**src/rtl/calc_pkg.sv**
```systemverilog
// Shared definitions for the calculator slice: FSM state encoding and
// the default operand width / display limit used by seq_multiplier.
package calc_pkg;

  typedef enum logic [1:0] {
    IDLE = 2'd0,
    RUN  = 2'd1,
    DONE = 2'd2
  } state_t;

  localparam int WIDTH_DEF    = 7;
  localparam int DISP_MAX_DEF = 9999;

endpackage

```
**src/rtl/seq_multiplier.sv**
```systemverilog
// Shift-and-add unsigned multiplier: one multiplier bit per clock, product
// registered on completion. Define SEQ_MULT_EARLY_TERM_EN to stop as soon as
// the remaining multiplier bits are all zero.
module seq_multiplier
  import calc_pkg::*;
#(
  parameter int WIDTH    = WIDTH_DEF,
  parameter int DISP_MAX = DISP_MAX_DEF
) (
  input  logic               clk,
  input  logic               rst_n,
  input  logic [WIDTH-1:0]   A,
  input  logic [WIDTH-1:0]   B,
  input  logic               start,
  output logic [2*WIDTH-1:0] P,
  output logic               busy,
  output logic               done,
  output logic               flag
);

  localparam int PW = 2 * WIDTH;
  localparam int CW = $clog2(WIDTH + 1);
  localparam logic [CW-1:0] LAST_BIT = CW'(WIDTH - 1);

  state_t          state;
  state_t          next_state;
  logic [PW-1:0]   mcand;
  logic [PW-1:0]   acc;
  logic [PW-1:0]   sum;
  logic [WIDTH-1:0] mplier;
  logic [CW-1:0]   cnt;
  logic            last;
  logic            over;

  always_ff @(posedge clk) begin
    if (!rst_n) begin
      state <= IDLE;
    end else begin
      state <= next_state;
    end
  end

  // Accumulator value after the current RUN step; becomes P on the final step.
  always_comb begin
    sum  = acc + (mplier[0] ? mcand : '0);
    over = (64'(sum) > 64'(DISP_MAX));
`ifdef SEQ_MULT_EARLY_TERM_EN
    last = ((mplier >> 1) == '0);
`else
    last = (cnt == LAST_BIT);
`endif
  end

  always_comb begin
    next_state = state;
    case (state)
      IDLE:    if (start) next_state = RUN;
      RUN:     if (last)  next_state = DONE;
      DONE:    next_state = IDLE;
      default: next_state = IDLE;
    endcase
  end

  always_comb begin
    busy = (state == RUN);
    done = (state == DONE);
  end

  // Operands are captured once at start, so later A/B/start activity is invisible.
  always_ff @(posedge clk) begin
    if (!rst_n) begin
      mcand  <= '0;
      mplier <= '0;
      acc    <= '0;
      cnt    <= '0;
      P      <= '0;
      flag   <= 1'b0;
    end else begin
      case (state)
        IDLE: begin
          if (start) begin
            mcand  <= {{WIDTH{1'b0}}, A};
            mplier <= B;
            acc    <= '0;
            cnt    <= '0;
          end
        end
        RUN: begin
          acc    <= sum;
          mplier <= mplier >> 1;
          mcand  <= mcand << 1;
          cnt    <= cnt + 1'b1;
          if (last) begin
            P    <= sum;
            flag <= over;
          end
        end
        default: ;
      endcase
    end
  end

endmodule

```
**config.mk**
```make
export PLATFORM = sky130hd
export DESIGN_NAME = seq_multiplier
export DESIGN_NICKNAME = d
export VERILOG_FILES = /design/src/rtl/calc_pkg.sv /design/src/rtl/seq_multiplier.sv
export SDC_FILE = /design/constraint.sdc
export NUM_CORES = 1
export LEC_CHECK = 0
export ABC_AREA = 1
export ABC_CLOCK_PERIOD_IN_PS = 2800
export CORE_MARGIN = 2
export CORE_UTILIZATION = 55
export CTS_CLUSTER_DIAMETER = 150
export CTS_CLUSTER_SIZE = 25
export DETAILED_ROUTE_END_ITERATION = 16
export PLACE_DENSITY_LB_ADDON = 0.12
export REMOVE_ABC_BUFFERS = 1
export SYNTH_ARGS = -nofsm -noshare
export SYNTH_HDL_FRONTEND = slang
export SYNTH_SLANG_ARGS = --single-unit
```
**constraint.sdc**
```tcl
create_clock -name clk -period 2.8 [get_ports clk]
set_input_delay 0.84 -clock clk [delete_from_list [all_inputs] [get_ports clk]]
set_output_delay 0.84 -clock clk [all_outputs]
set_load 0.03 [all_outputs]
```
After elaboration in Yosys (flattened, before gate mapping)
Index checks and enable logic that the tools add are counted.
{ "op_classes": {"n_addsub": 2, "n_reduce_logical": 5, "n_lt_le_gt_ge": 1, "eq_ne": 5, "mux": 12} }
{ "ops": {"columns": ["cell", "count"], "rows": [
  ["$pmux 14 s2", 2],
  ["$mux 14", 3],
  ["$add 14x14->14", 1],
  ["$gt 14x14->1 const B", 1],
  ["$pmux 7 s2", 1],
  ["$mux 7", 1],
  ["$pmux 3 s2", 1],
  ["$reduce_and 2->1", 3],
  ["$mux 2", 2],
  ["$pmux 2 s2", 1],
  ["$add 3x1->3 const B", 1],
  ["$eq 3x3->1 const B", 1],
  ["$mux 3", 1],
  ["$eq 2x1->1 const B", 1],
  ["$eq 2x2->1 const B", 1],
  ["$logic_not 2->1", 1],
  ["$ne 2x1->1 const B", 1],
  ["$ne 2x2->1 const B", 1],
  ["$reduce_bool 2->1", 1]
]} }
{ "word_totals": {"ff_bits": 55, "out_inout_bits": 17, "input_bits": 17, "elab_cells": 32} }

Depth between registers and ports, before layout
Gate-level depths: netlist of the first run.
{ "logic_depth": {"ltp_word": 3, "depth_mapped": 17, "mapped_depth_nobuf": 16} }

Worst setup path after synthesis of the first run
No wires, ideal clock.
{ "synth_path": {"kind": "reg2reg", "startpoint": "register mplier[0]", "endpoint": "register flag", "synth_period_minus_slack_ns": 2.081, "stages_incl_launch_ff": 18, "setup_slack_ns": 0.719, "required_time_ns": 2.681, "t_arrival_ns": 1.963, "path_buffers": 1, "cell_sequence": "dfxtp_1 > clkbuf_1 > nand2_1 > inv_1 > ha_1 > fa_1 > nand2_1 > nand2_1 > nand4_1 > nand2_1 > nand2_1 > nand2_1 > nand2_1 > nand2_1 > nor2_1 > nand2_1 > nand2_2 > a21oi_2"} }
{ "synth_via": {"elab_chain_cells": 3} }
{ "synth_rtl": {"columns": ["element", "line", "rtl"], "rows": [
  ["start, declared", "seq_multiplier.sv:30", "logic [WIDTH-1:0] mplier;"],
  ["start signal, assigned", "seq_multiplier.sv:90", "mplier <= mplier >> 1;"],
  ["$mux 14", "seq_multiplier.sv:45", "sum = acc + (mplier[0] ? mcand : '0);"],
  ["$add 14x14->14", "seq_multiplier.sv:45", null],
  ["$gt 14x14->1", "seq_multiplier.sv:46", "over = (64'(sum) > 64'(DISP_MAX));"],
  ["end signal, assigned", "seq_multiplier.sv:95", "flag <= over;"],
  ["end, declared", "seq_multiplier.sv:18", "output logic flag"]
]} }
No other way between the ends.
A chain may end at the register's enable or synchronous reset.

Final worst setup path of the first run
{ "layout_path": {"startpoint": "register state[1]", "endpoint": "output done"} }
{ "layout_via": {"elab_chain_cells": 1} }
{ "layout_rtl": {"columns": ["element", "line", "rtl"], "rows": [
  ["start, declared", "seq_multiplier.sv:25", "state_t state;"],
  ["start signal, assigned", "seq_multiplier.sv:39", "state <= next_state;"],
  ["$eq 2x2->1", "seq_multiplier.sv:66", "done = (state == DONE);"],
  ["end, declared", "seq_multiplier.sv:17", "output logic done,"]
]} }
No other way between the ends.

==> results.ini, run 1 <==
[yosys]
ys_seq_area_share_pct=37.07
ys.flop_type=dfxtp_1
yosysTopAreaCellShare_pct=37.07
synth_edf_count=0
syn_area_per_cell_um2=7.072
ys_seq_elements=55
postSynth.asyncResetShare_pct=0
synth_area_leader_cell=dfxtp_1
netlist_instances=420
ys_types=35
synthTopCellsByArea=dfxtp_1 37%, nand2_1 14%, inv_1 8.0%
yosys_warnings=0
synth_area_um2=2970

[timing]
setup_ws_ps=363.2
finClkSkew_ps=8.746
relSlewSlack_pct=68.61
slew_viol_final=0
rsz0062_at_grt=no
max_slew.worst_pin.slew_ps=470.3
setup_viol=0
max_freq_ghz=0.4104
tns_ps=0
period_needed_ps=2437
hold_violations=0
timing.hold.ws_ps=455.2
fin_crit_sh_pct=87.03

[worst_setup_path]
critPathKind=reg2out
crit_arrival_ps=1600
path_max_fanout=2
cp-end-kind=primary output
start_kind=register
worstPathRequired_ps=1960
ff2ff_setup_slack_ps=500

[route]
wl_mm=6.478
vias=2683
avgViaCountPerCell=5.170
first_iter_violations=160
drc_errors=0
first_pass_iters=4
post_drt_wl_per_cell_um=12.48
ant_nets=0

[final_layout]
fin_nets=482
stdcell_count=519
drive_gt1_share_pct=7.127
syn_to_final_growth_pct=16.18
antenna_cells=0
fillers=470
final_common_cell=nand2_1
layout_common_cells=113 x nand2_1, 63 x inv_1, 55 x dfxtp_1

[job]
maxCapViolCount=0

[cts]
holdBufCountCts=0
cts_root_buffer=clkbuf_8
clock-sinks=55
cts_tree=built
numCtsBuffers=5
path_clk_slew_ps=90
htreeDepth=2
cts_setup_buffers=0
clock_latency_ps=310
ctsResizeCount=0
clk_path_buf_depth=2

[global_routing]
antenna_found_initial=0
grt_max_degree=46
overflow=0
grt_pass1_wl_mm=11.19
gr-usage-all-layers_pct=22.79
grt_pass1_vias=2562

[die]
dieArea_um2=6005
floorplan.initialDensity_pct=57.43
core_um2=5172
io_pins=34
rows=26
die_y_um=77.49
die_w_um=77.49

[placement]
place_inst=512
place_congestion=0.8580
portBuffers=33
dp_hpwl_mm=4.746
post-place-ws_ps=438.3

[pwr]
peakVddDrop_mv=0.2953
p_total_mw=1.502
pwr_density_cell_nw_per_um2=435.2
p_leak_nw=1.672

[hold_path]
min_path_type=reg2reg

[run_status]
status=finished clean

## power breakdown
| part | internal, mW | switching (mW) |
|---|---|---|
| logic | 0.0593 | 0.0997 |
| registers | 0.807 | 0.0229 |
| clock network | 0.263 | 0.250 |
| total | 1.13 | 0.372 |
## worst max-delay path: stages (launching register included)
cell and delay (ps):
dfxtp_1 440, inv_1 90, nor2_1 90, clkdlybuf4s50_1 670
## Yosys cell counts, drive strengths merged, types with 2 or more instances
master,instances
a21oi,14
a31oi,8
a32o,2
buf,13
clkbuf,2
dfxtp,55
ha,15
inv,68
nand2,119
nand3,36
nand4,2
nor2,28
nor3,2
o211ai,9
o21ai,29
o221ai,6
xor2,4
## stage by stage
stage	instance area, µm²	utilization (%)
2_1_floorplan	2900	-
3_3_place_gp	3348	64.73
3_5_place_dp	3348	64.73
4_1_cts	3451	66.72
5_1_grt	3451	66.72
6_report	3451	66.72
## worst paths after layout
check,to,from,cells after the start
setup / recovery,done,state[1],3
hold reg to reg,cnt[2],cnt[2],1
hold / removal,cnt[2],cnt[2],1
setup reg to reg,flag,mplier[0],16
## logic make-up (layout without fill, tap and decap cells)
logic type | after synthesis | after routing | share of synthesized area, %
fa+ha+maj | 16 | 16 | 6.992
compound gates | 73 | 73 | 15.16
flops | 55 | 55 | 37.07
simple gates | 189 | 189 | 28.64
xor+xnor | 4 | 4 | 1.179
buf+inv | 83 | 112 | 10.95
## final cells by class
cell class | count | area (µm²) | share of cell area (%)
Multi-Input combinational cell | 282 | 1544 | 44.74
Sequential cell | 55 | 1101 | 31.91
Timing Repair Buffer | 37 | 360.3 | 10.44
Inverter | 68 | 255.2 | 7.397
Tap cell | 70 | 87.58 | 2.538
Clock buffer | 6 | 72.57 | 2.103
Clock inverter | 1 | 30.03 | 0.8702
## routing by layer
metal	global-route usage, %	share of wire [%]
met5	0	0
met4	6.250	0.93
met3	4.186	5.2
met2	38.26	46
met1	30.11	48
## state kept, by name (all words and copies together), names as in the netlist
signal	flops
mplier	7
cnt	3
state	2
mcand	14
flag	1
P	14
acc	14
No activity file was read; power rests on OpenSTA's default activity.
==> run 2, diff against run 1 <==
--- a/config.mk
+++ b/config.mk
@@ -12,6 +12,7 @@
 export CTS_CLUSTER_DIAMETER = 150
 export CTS_CLUSTER_SIZE = 25
 export DETAILED_ROUTE_END_ITERATION = 16
+export MAX_ROUTING_LAYER = met4
 export PLACE_DENSITY_LB_ADDON = 0.12
 export REMOVE_ABC_BUFFERS = 1
 export SYNTH_ARGS = -nofsm -noshare
==> results.ini, run 2 (synthesis gave the netlist of run 1 again) <==
[cts]
clock-sinks=55
path_clk_slew_ps=100
clock_latency_ps=300
ctsResizeCount=0
clk_path_buf_depth=2
holdBufCountCts=0
htreeDepth=2
cts_root_buffer=clkbuf_8
cts_setup_buffers=0
cts_tree=built
numCtsBuffers=5

[worst_setup_path]
path_max_fanout=2
cp-end-kind=primary output
start_kind=register
critPathKind=reg2out
worstPathRequired_ps=1960
crit_arrival_ps=1590

[timing]
max_slew.worst_pin.slew_ps=461.3
hold_violations=0
fin_crit_sh_pct=86.94
relSlewSlack_pct=69.25
period_needed_ps=2434
setup_viol=0
slew_viol_final=0
setup_ws_ps=365.7
rsz0062_at_grt=no
tns_ps=0
finClkSkew_ps=9.782
max_freq_ghz=0.4108

[route]
first_pass_iters=5
wl_mm=6.744
post_drt_wl_per_cell_um=12.97
vias=2768
first_iter_violations=133
drc_errors=0
avgViaCountPerCell=5.323
ant_nets=0

[pwr]
pwr_density_cell_nw_per_um2=416.7
p_leak_nw=1.662
peakVddDrop_mv=0.3564

[final_layout]
drive_gt1_share_pct=7.333
reg_top3=P (14), acc (14), mcand (14)
syn_to_final_growth_pct=15.71
layout_common_cells=113 x nand2_1, 63 x inv_1, 55 x dfxtp_1
design_area_um2=3437
fin_nets=482
final_common_cell=nand2_1
antenna_cells=0

[run_status]
status=finished clean

[placement]
dp_hpwl_mm=5.041
portBuffers=33
dpl-instance-area_um2=3348
place_congestion=0.8783
post-place-ws_ps=377.5

[die]
die_y_um=77.49
rows=26
dieArea_um2=6005
core_um2=5172
floorplan.initialDensity_pct=57.43
die_w_um=77.49
io_pins=34

[global_routing]
overflow=0
grt_max_degree=46
grt_pass1_wl_mm=11.76
antenna_found_initial=0
gr-usage-all-layers_pct=24.84
grt_pass1_vias=2614

[job]
maxCapViolCount=0

[hold_path]
min_path_type=reg2reg

## run 2: cell types whose count changed in the layout (fill, tap and decap cells not counted)
cell        before  now
bufinv_16        1    0
inv_6            0    1
clkinvlp_4       0    1
## run 2: stage by stage
| stage | hold WS, ps | instances | util (%) | power (mW) |
|---|---|---|---|---|
| after floorplan | 421.7 | 405 | - | 0.9359 |
| after global placement | 436.5 | 512 | 64.73 | 1.003 |
| after detailed placement | 453.4 | 512 | 64.73 | 1.009 |
| after CTS | 468.1 | 520 | 66.45 | 1.442 |
| after global routing | 478.9 | 520 | 66.45 | 1.499 |
| final | 474.2 | 520 | 66.45 | 1.432 |
## run 2: where the power goes
group | internal [mW] | switching [mW] | total (mW) | leakage (nW)
Sequential | 0.807 | 0.0221 | 0.829 | 0.447
Clock | 0.180 | 0.259 | 0.439 | 0.0418
Combinational | 0.0596 | 0.104 | 0.164 | 1.17
## run 2: worst max-delay path: stages (launching register included)
cell,delay [ps]
dfxtp_1,440
inv_1,80
nor2_1,90
clkdlybuf4s50_1,670
## run 2: layout make-up
class / count / area [µm²]
clock buffer: 6 / 72.57
clock inverter: 2 / 16.27
fill: 459 / 1735
inverter: 68 / 255.2
multi-input combinational: 282 / 1544
sequential: 55 / 1101
tap: 70 / 87.58
timing repair buffer: 37 / 360.3
## run 2: metal layers
metal  up-vias  part of all wire, %  wire length [µm]  GRT usage [%]
li1       1419                    -                 -              -
met1      1271                   48              3221          32.36
met2        72                   47              3184          40.61
met3         6                  4.2               281          3.488
met4         0                 0.85                57          6.964
met5         -                    0                 0              -
## run 2: worst paths after layout
check | from | cells after the start | endpoint | slack [ps]
min | cnt[2] | 1 | cnt[2] | 470
max reg2reg | mplier[0] | 16 | flag | 530
min reg2reg | cnt[2] | 1 | cnt[2] | 470
max | state[1] | 3 | done | 370
